[src/rtl/alu_pkg.sv]
// Shared ALU definitions: opcode encodings and flag-vector layout
// used by the ALU arbiter and its response buffer.
package alu_pkg;

    localparam logic [2:0] OP_ADD = 3'b000;
    localparam logic [2:0] OP_SUB = 3'b001;
    localparam logic [2:0] OP_AND = 3'b010;

    localparam int FLG_C  = 0;
    localparam int FLG_Z  = 1;
    localparam int FLG_N  = 2;
    localparam int FLG_V  = 3;
    localparam int FLAG_W = 4;

endpackage

[src/rtl/alu_arbiter_rr_pick.sv]
// Combinational round-robin picker: first set req bit at or after
// ptr (wrapping), returned one-hot and as an encoded index.
module rr_pick #(
    parameter  int N  = 4,
    localparam int IW = $clog2(N)
) (
    input  logic [N-1:0]  req,
    input  logic [IW-1:0] ptr,
    output logic [N-1:0]  gnt,
    output logic [IW-1:0] idx,
    output logic          any
);

    always_comb begin
        int j;
        j   = 0;
        gnt = '0;
        idx = '0;
        any = 1'b0;
        for (int k = 0; k < N; k++) begin
            j = int'(ptr) + k;
            if (j >= N) j = j - N;
            if (!any && req[j]) begin
                any    = 1'b1;
                gnt[j] = 1'b1;
                idx    = IW'(j);
            end
        end
    end

endmodule

[src/rtl/alu_arbiter.sv]
// Round-robin arbiter sharing one external ALU among NUM_REQ requesters,
// with a single-entry tagged response buffer. Define ALU_ARB_LOCK_EN for req_lock.
module alu_arbiter
    import alu_pkg::*;
#(
    parameter  int NUM_REQ = 4,
    localparam int ID_W    = $clog2(NUM_REQ)
) (
    input  logic                 clk,
    input  logic                 rst,
    input  logic [NUM_REQ-1:0]   req_valid,
    output logic [NUM_REQ-1:0]   req_ready,
    input  logic [NUM_REQ*8-1:0] req_a,
    input  logic [NUM_REQ*8-1:0] req_b,
    input  logic [NUM_REQ*3-1:0] req_op,
`ifdef ALU_ARB_LOCK_EN
    input  logic [NUM_REQ-1:0]   req_lock,
`endif
    output logic [7:0]           alu_a,
    output logic [7:0]           alu_b,
    output logic [2:0]           alu_opcode,
    input  logic [7:0]           alu_result,
    input  logic                 alu_carry,
    input  logic                 alu_zero,
    input  logic                 alu_negative,
    input  logic                 alu_overflow,
    output logic                 rsp_valid,
    input  logic                 rsp_ready,
    output logic [ID_W-1:0]      rsp_id,
    output logic [7:0]           rsp_result,
    output logic [FLAG_W-1:0]    rsp_flags
);

    logic [ID_W-1:0]   ptr_q, ptr_d;
    logic              rsp_valid_q, rsp_valid_d;
    logic [ID_W-1:0]   rsp_id_q, rsp_id_d;
    logic [7:0]        rsp_result_q, rsp_result_d;
    logic [FLAG_W-1:0] rsp_flags_q, rsp_flags_d;

    logic [NUM_REQ-1:0] gnt;
    logic [ID_W-1:0]    gnt_idx;
    logic               gnt_any;
    logic               can_accept;
    logic               xfer;
    logic               hold_ptr;
    logic [ID_W-1:0]    ptr_nxt;
    logic [FLAG_W-1:0]  flags_in;

    rr_pick #(.N(NUM_REQ)) u_pick (
        .req (req_valid),
        .ptr (ptr_q),
        .gnt (gnt),
        .idx (gnt_idx),
        .any (gnt_any)
    );

    assign can_accept = ~rsp_valid_q | rsp_ready;
    assign req_ready  = gnt & {NUM_REQ{can_accept & ~rst}};
    assign xfer       = gnt_any & can_accept & ~rst;

    // Winner's operands reach the ALU even while the buffer is stalled
    always_comb begin
        alu_a      = '0;
        alu_b      = '0;
        alu_opcode = '0;
        for (int i = 0; i < NUM_REQ; i++) begin
            if (gnt[i]) begin
                alu_a      = req_a[i*8 +: 8];
                alu_b      = req_b[i*8 +: 8];
                alu_opcode = req_op[i*3 +: 3];
            end
        end
    end

    always_comb begin
        flags_in        = '0;
        flags_in[FLG_C] = alu_carry;
        flags_in[FLG_Z] = alu_zero;
        flags_in[FLG_N] = alu_negative;
        flags_in[FLG_V] = alu_overflow;
    end

`ifdef ALU_ARB_LOCK_EN
    assign hold_ptr = req_lock[gnt_idx];
`else
    assign hold_ptr = 1'b0;
`endif

    always_comb begin
        ptr_nxt = gnt_idx + 1'b1;
        if (gnt_idx == ID_W'(NUM_REQ - 1)) ptr_nxt = '0;
        if (hold_ptr) ptr_nxt = gnt_idx;
    end

    always_comb begin
        ptr_d        = ptr_q;
        rsp_valid_d  = rsp_valid_q;
        rsp_id_d     = rsp_id_q;
        rsp_result_d = rsp_result_q;
        rsp_flags_d  = rsp_flags_q;
        if (xfer) begin
            ptr_d        = ptr_nxt;
            rsp_valid_d  = 1'b1;
            rsp_id_d     = gnt_idx;
            rsp_result_d = alu_result;
            rsp_flags_d  = flags_in;
        end else if (rsp_ready) begin
            rsp_valid_d = 1'b0;
        end
    end

    always_ff @(posedge clk) begin
        if (rst) begin
            ptr_q        <= '0;
            rsp_valid_q  <= 1'b0;
            rsp_id_q     <= '0;
            rsp_result_q <= '0;
            rsp_flags_q  <= '0;
        end else begin
            ptr_q        <= ptr_d;
            rsp_valid_q  <= rsp_valid_d;
            rsp_id_q     <= rsp_id_d;
            rsp_result_q <= rsp_result_d;
            rsp_flags_q  <= rsp_flags_d;
        end
    end

    assign rsp_valid  = rsp_valid_q;
    assign rsp_id     = rsp_id_q;
    assign rsp_result = rsp_result_q;
    assign rsp_flags  = rsp_flags_q;

endmodule

[config.mk]
export PLATFORM = sky130hd
export DESIGN_NAME = alu_arbiter
export DESIGN_NICKNAME = d
export VERILOG_FILES = /design/src/rtl/alu_pkg.sv /design/src/rtl/alu_arbiter_rr_pick.sv /design/src/rtl/alu_arbiter.sv
export SDC_FILE = /design/constraint.sdc
export NUM_CORES = 1
export LEC_CHECK = 0
export CORE_MARGIN = 8
export CORE_UTILIZATION = 36
export CTS_BUF_LIST = sky130_fd_sc_hd__clkbuf_4 sky130_fd_sc_hd__clkbuf_8
export DETAILED_ROUTE_END_ITERATION = 16
export HOLD_SLACK_MARGIN = 0.15
export PLACE_DENSITY = 0.95
export SYNTH_ARGS = -nofsm -noshare
export SYNTH_HDL_FRONTEND = slang
export SYNTH_SLANG_ARGS = --single-unit
[constraint.sdc]
create_clock -name clk -period 7.4 [get_ports clk]
set_input_delay 1.48 -clock clk [delete_from_list [all_inputs] [get_ports clk]]
set_output_delay 1.48 -clock clk [all_outputs]
set_load 0.01 [all_outputs]
[After elaboration in Yosys (flattened, before gate mapping)]
Index checks and enable logic that the tools add are counted.
Widths: inputs -> output; s select.
Word-level totals
  input port bits: 95
  output and inout bits: 38
  flip-flop bits (word level): 17
  logic and storage cells: 98
  bits in read-only memories: 0
  memory bits (writable): 0
  latch bits: 0
  memories: 0
Operators by class
  muxes and demuxes: 51
  $lt $le $gt $ge: 12
  divide/modulo/power cells: 0
  multiply operators: 0
  reductions and logical operators: 11
  bitwise gates (word level): 10
  add/sub/neg operators: 8
  shift-type cells: 0
  equal/unequal tests: 1
Operators with widths (number)
  $ge 32x1->1 const B: 4
  $lt 32x4->1 const B: 4
  $mux 32: 4
  $ge 32x4->1 const B: 3
  $sub 32x4->32 const B: 3
  $mux 8: 8
  $mux 1: 18
  $mux 4: 4
  $mux 3: 4
  $or 4x4->4: 3
  $mux 2: 5
  $bmux 1 s2: 4
  $demux 1 s2: 4
  $logic_and 1x1->1: 7
  $add 2x2->3 const B: 2
  $and 4x4->4: 1
  $sub 2x3->4 const B: 1
  $add 2x1->3 const B: 1
  $and 1x1->1: 3
  $ge 2x3->1 const B: 1
  $logic_not 1->1: 3
  $add 2x1->2 const B: 1
  $eq 2x2->1 const B: 1
  $not 1->1: 2
  other kinds (2): 2

[Logic depth before layout (Yosys ltp)]
  depth after elaboration: 19
  mapped depth: 13
  mapped depth without buffers: 8

[Cells and area by module]
From an unflattened synthesis, not the netlist that was laid out.
Unflattened totals
  cells, all modules: 185
  area total of the unflattened synthesis: 1661.6 um^2
Modules (own cells, without submodules)
  alu_arbiter: times used 1, area each 1201.2 um^2, seq. area each 340.3 um^2, cells an instance 137
  rr_pick: times used 1, area each 460.4 um^2, seq. area each 0.0 um^2, cells an instance 48

[Worst setup path after synthesis]
OpenSTA, ideal clock, no wires.
  path kind: input port to output port
  start point: input req_valid[1]
  end point: output alu_a[6]
  cell stages on the path: 8
  buffers on the path: 2
  setup slack: 2512 ps
  required time: 5920 ps
  data arrival time: 3408 ps
  cell sequence: mux4_2 -> nor2b_1 -> a221o_1 -> a222oi_1 -> buf_4 -> buf_8 -> a221o_1 -> o221a_2
Between the ends
  cells in the longest elaborated chain, start to end: 17
  elaborated cells on any way between the ends: 32
  classes of those cells: 23 x mux; 3 x bitwise; 6 x reduce/logical
Ends and longest elaborated chain
  start: declaration: RTL line alu_arbiter.sv:11  | input logic [NUM_REQ-1:0] req_valid,
  $bmux 1 s2: RTL line alu_arbiter_rr_pick.sv:23  | if (!any && req[j]) begin
  $mux 1 (not written as such) (2 in series): RTL line alu_arbiter_rr_pick.sv:23
  $mux 1: RTL line alu_arbiter_rr_pick.sv:23
  $logic_not 1->1: RTL line alu_arbiter_rr_pick.sv:23
  $logic_and 1x1->1: RTL line alu_arbiter_rr_pick.sv:23
  $mux 1: RTL line alu_arbiter_rr_pick.sv:23
  $logic_not 1->1: RTL line alu_arbiter_rr_pick.sv:23
  $logic_and 1x1->1: RTL line alu_arbiter_rr_pick.sv:23
  $mux 1: RTL line alu_arbiter_rr_pick.sv:23
  $logic_not 1->1: RTL line alu_arbiter_rr_pick.sv:23
  $logic_and 1x1->1: RTL line alu_arbiter_rr_pick.sv:23
  $mux 4 *: RTL line alu_arbiter_rr_pick.sv:23
  $mux 8 (3 in series): RTL line alu_arbiter.sv:67  | if (gnt[i]) begin
  $mux 8 *: RTL line alu_arbiter.sv:67
  end: declaration: RTL line alu_arbiter.sv:19  | output logic [7:0] alu_a,
Every way passes the cells marked *; elsewhere a longest branch is shown, timed or not. The select of a mux whose other input is x is not followed.

[Worst setup path in the final report]
  start point: input req_valid[1]
  end point: output alu_b[3]
Between the ends
  cells in the longest elaborated chain, start to end: 17
  elaborated cells on any way between the ends: 32
  classes of those cells: 23 x mux; 3 x bitwise; 6 x reduce/logical
Ends and longest elaborated chain
  $bmux 1 s2: RTL line alu_arbiter_rr_pick.sv:23
  $mux 1 (not written as such) (2 in series): RTL line alu_arbiter_rr_pick.sv:23
  $mux 1: RTL line alu_arbiter_rr_pick.sv:23
  $logic_not 1->1: RTL line alu_arbiter_rr_pick.sv:23
  $logic_and 1x1->1: RTL line alu_arbiter_rr_pick.sv:23
  $mux 1: RTL line alu_arbiter_rr_pick.sv:23
  $logic_not 1->1: RTL line alu_arbiter_rr_pick.sv:23
  $logic_and 1x1->1: RTL line alu_arbiter_rr_pick.sv:23
  $mux 1: RTL line alu_arbiter_rr_pick.sv:23
  $logic_not 1->1: RTL line alu_arbiter_rr_pick.sv:23
  $logic_and 1x1->1: RTL line alu_arbiter_rr_pick.sv:23
  $mux 4 *: RTL line alu_arbiter_rr_pick.sv:23
  $mux 8 (3 in series): RTL line alu_arbiter.sv:67
  $mux 8 *: RTL line alu_arbiter.sv:67
  end: declaration: RTL line alu_arbiter.sv:20  | output logic [7:0] alu_b,
Marked as above.

==> metrics.md <==
| Metric | Value |
|---|---|
| Run status | `finished clean` |
| Async set-reset flop share out of synthesis | `0%` |
| Reg2Reg Depth | `9` |
| DIE AREA | `0.00678 mm^2` |
| Number of global-route vias before repair | `2001` |
| Clock network fraction of total power | `5.7%` |
| Multi-input gate area | `0.00112 mm^2` |
| Worst Setup End Kind | `output port` |
| Clk_lat worst skew | `0.25 ns` |
| Max Cap Violations | `0` |
| Final-report max-slew violation count | `0` |
| Vias | `2026` |
| Reg2Reg Capture Point | `ptr_q[1]` |
| WP data arrival | `5.06 ns` |
| Core ar. | `0.00429 mm^2` |
| Sequential power share | `11.5%` |
| Synth warnings | `0` |
| Post-cts resize count | `0` |
| Commonest non-fill, non-tap cell in the layout | `clkdlybuf4s50_1` |
| Max-slew headroom | `51.5%` |
| Fmax | `0.153 GHz` |
| Mapped Area | `0.00158 mm^2` |
| H-tree Lvls | `1` |
| Switch share | `41.0%` |
| Grt ovf | `0` |
| Setup TNS | `0 ns` |
| Commonest cells after routing, fill and taps aside | `clkdlybuf4s50_1, nand2_1, a221o_1, o221a_2, dfxtp_1` |
| Finish-stage setup viols | `0` |
| Initial DRT Pass Iterations | `4` |
| Maximum vdd drop | `193 uV` |
| Starting density of the core | `36.9%` |
| Clock Skew | `0.00391 ns` |
| Hold endpoint | `rsp_flags[0]` |
| Fin Hold WS | `0.450 ns` |
| # diodes | `0` |
| Type of origin of the critical path | `input port` |
| Port bufs | `132` |
| Area delta synth->final | `85.9%` |
| Netlist cell types | `37` |
| FF+latch count, synth | `17` |
| Global-route wire length before repair | `10.4 mm` |
| # rows | `24` |
| R2r setup slk | `4.29 ns` |
| Syn nets | `290` |
| Final Wtd Congestion | `0.851` |
| Mean number of vias per cell | `5.60` |
| Die height | `82.3 um` |
| Critical path required time | `5.92 ns` |
| Worst-path clk slew | `0.07 ns` |
| Post-synth EDFFs | `0` |
| Minimum clock period | `6.54 ns` |
| Root buffer cell | `clkbuf_8` |
| Number of setup buffers added after CTS | `0` |
| Post-Syn Area per Cell | `8.43 um^2` |
| Gate power share | `82.7%` |
| Pleak | `0.00110 uW` |
| Pwr Density | `402 mW/mm^2` |
| Die X | `82.3 um` |
| Num Clock Sinks | `17` |
| Share of layout cells above drive strength 1 | `11.0%` |
| Post-route ant nets | `0` |
| RSZ-0062 raised after global routing | `false` |
| Residual DRC | `0` |
| Register area | `340 um^2` |
| Worst Hold Class | `flop to flop` |
| TritonCTS clock tree | `yes` |
| Clk buf depth | `2` |
| Routed WL | `6.94 mm` |
| Largest net degree at the start of global routing | `29` |
| Cts bufs inserted | `3` |
| Final Hold Viols | `0` |
| Hold path depth | `2` |
| Fillers | `359` |
| Final HPWL DP | `5.78 mm` |
| Iter 0 DRT Violations | `66` |
| Tightest Pin Transition | `0.725 ns` |
| Kind of critical path | `input port to output port` |
| Hold_buf cts | `0` |
| Internal | `698 uW` |
| Synthesized instance count | `188` |
| Crit Path Max Fanout | `21` |
| # IOs | `133` |
| Hold Crit Start | `rsp_flags[0]` |
| Sequential area share after synthesis | `21.5%` |
| Antenna violations before repair | `0` |
| P_sw | `484 uW` |
| # nets final | `413` |
| WL per Instance | `19.2 um` |
| Ratio of final minimum period to clock period | `88.4%` |
| Synth Flop Type | `dfxtp_1` |
| Gr usage total | `19.1%` |
[area by class of cell]
cell class / instances / share of cell area (%)
timing repair buffer: 134 / 45.4
multi-input combinational: 146 / 38.1
sequential: 17 / 11.6
tap: 52 / 2.21
clock buffer: 3 / 1.40
inverter: 9 / 1.15
clock inverter: 1 / 0.170
[critical path: stages]
cell	delay, ns
clkdlybuf4s50_1	0.53
mux4_2	0.64
a21oi_1	0.19
a22o_1	0.15
and2_1	0.60
nand2_1	0.57
o221a_2	0.41
clkdlybuf4s50_1	0.50
[registers in the layout, summed over array words and instances (netlist names), named ones only]
signal and flops:
ptr_q 1, rsp_flags 4, rsp_id 2, rsp_result 8, rsp_valid 1
[routing by layer]
| metal | routed length, um | part of all wire [%] | global-route usage, % |
|---|---|---|---|
| met1 | 2740 | 40 | 23.7 |
| met5 | 0 | 0 | 0 |
| met2 | 3380 | 49 | 33.3 |
| met3 | 748 | 11 | 4.44 |
| met4 | 67 | 0.97 | 2.81 |
[worst max path at each step]
stage | startpoint | end | slack [ns] | cells past startpoint
finish | req_valid[1] | alu_b[3] | 0.86 | 8
global route | req_valid[3] | alu_opcode[1] | 0.60 | 8
CTS | req_valid[1] | alu_a[2] | 0.84 | 8
detailed placement | req_valid[1] | alu_a[2] | 0.84 | 8
global placement | req_valid[1] | alu_a[2] | 0.94 | 8
floorplan | req_valid[1] | alu_a[6] | 2.51 | 8
[cell families (layout without fill, tap and decap cells)]
group	Yosys count	count (layout)	synth area share (%)
AOI/OAI and AO/OA	74	74	39.4
DFF	17	17	21.5
and+or+nand+nor	58	58	18.1
buffers and inverters	25	147	7.66
muxes	7	7	7.82
adders and majority gates	7	7	5.53
[cell usage after synthesis, types with 3 or more instances]
library cell / count / area share (%)
mux2_2: 3 / 2.1
nor2_1: 5 / 1.2
nand2_1: 32 / 7.6
mux4_2: 4 / 5.7
inv_1: 9 / 2.1
nand3b_1: 3 / 1.4
a22o_1: 4 / 2.2
nor3_1: 3 / 0.95
buf_2: 4 / 1.3
dfxtp_1: 17 / 21
o221a_2: 19 / 14
a221o_1: 20 / 13
o21ai_0: 9 / 2.8
nor4_1: 3 / 1.2
o21ai_1: 6 / 1.9
a21oi_1: 9 / 2.8
ha_1: 7 / 5.5
clkbuf_1: 8 / 1.9
nor2b_1: 5 / 2.0
[power by group through the flow]
stage / Combinational (uW) / Sequential (uW) / Clock, uW
after CTS: 984 / 136 / 71.1
after floorplan: 594 / 138 / 0
after detailed placement: 982 / 138 / 0
after global placement: 962 / 136 / 0
final: 978 / 136 / 67.7
after global routing: 1060 / 141 / 75.0
[through the flow]
stage               utilization, %  power, uW  area, um^2  worst slack [ns]  instances
floorplan                        -        732        1580              2.51        188
global placement              67.5       1100        2900             0.942        358
detailed placement            67.5       1120        2900             0.838        358
CTS                           68.6       1190        2940             0.837        362
global route                  68.6       1280        2940             0.598        362
finish                        68.6       1180        2940             0.856        362
(Power assumes the default switching activity.)
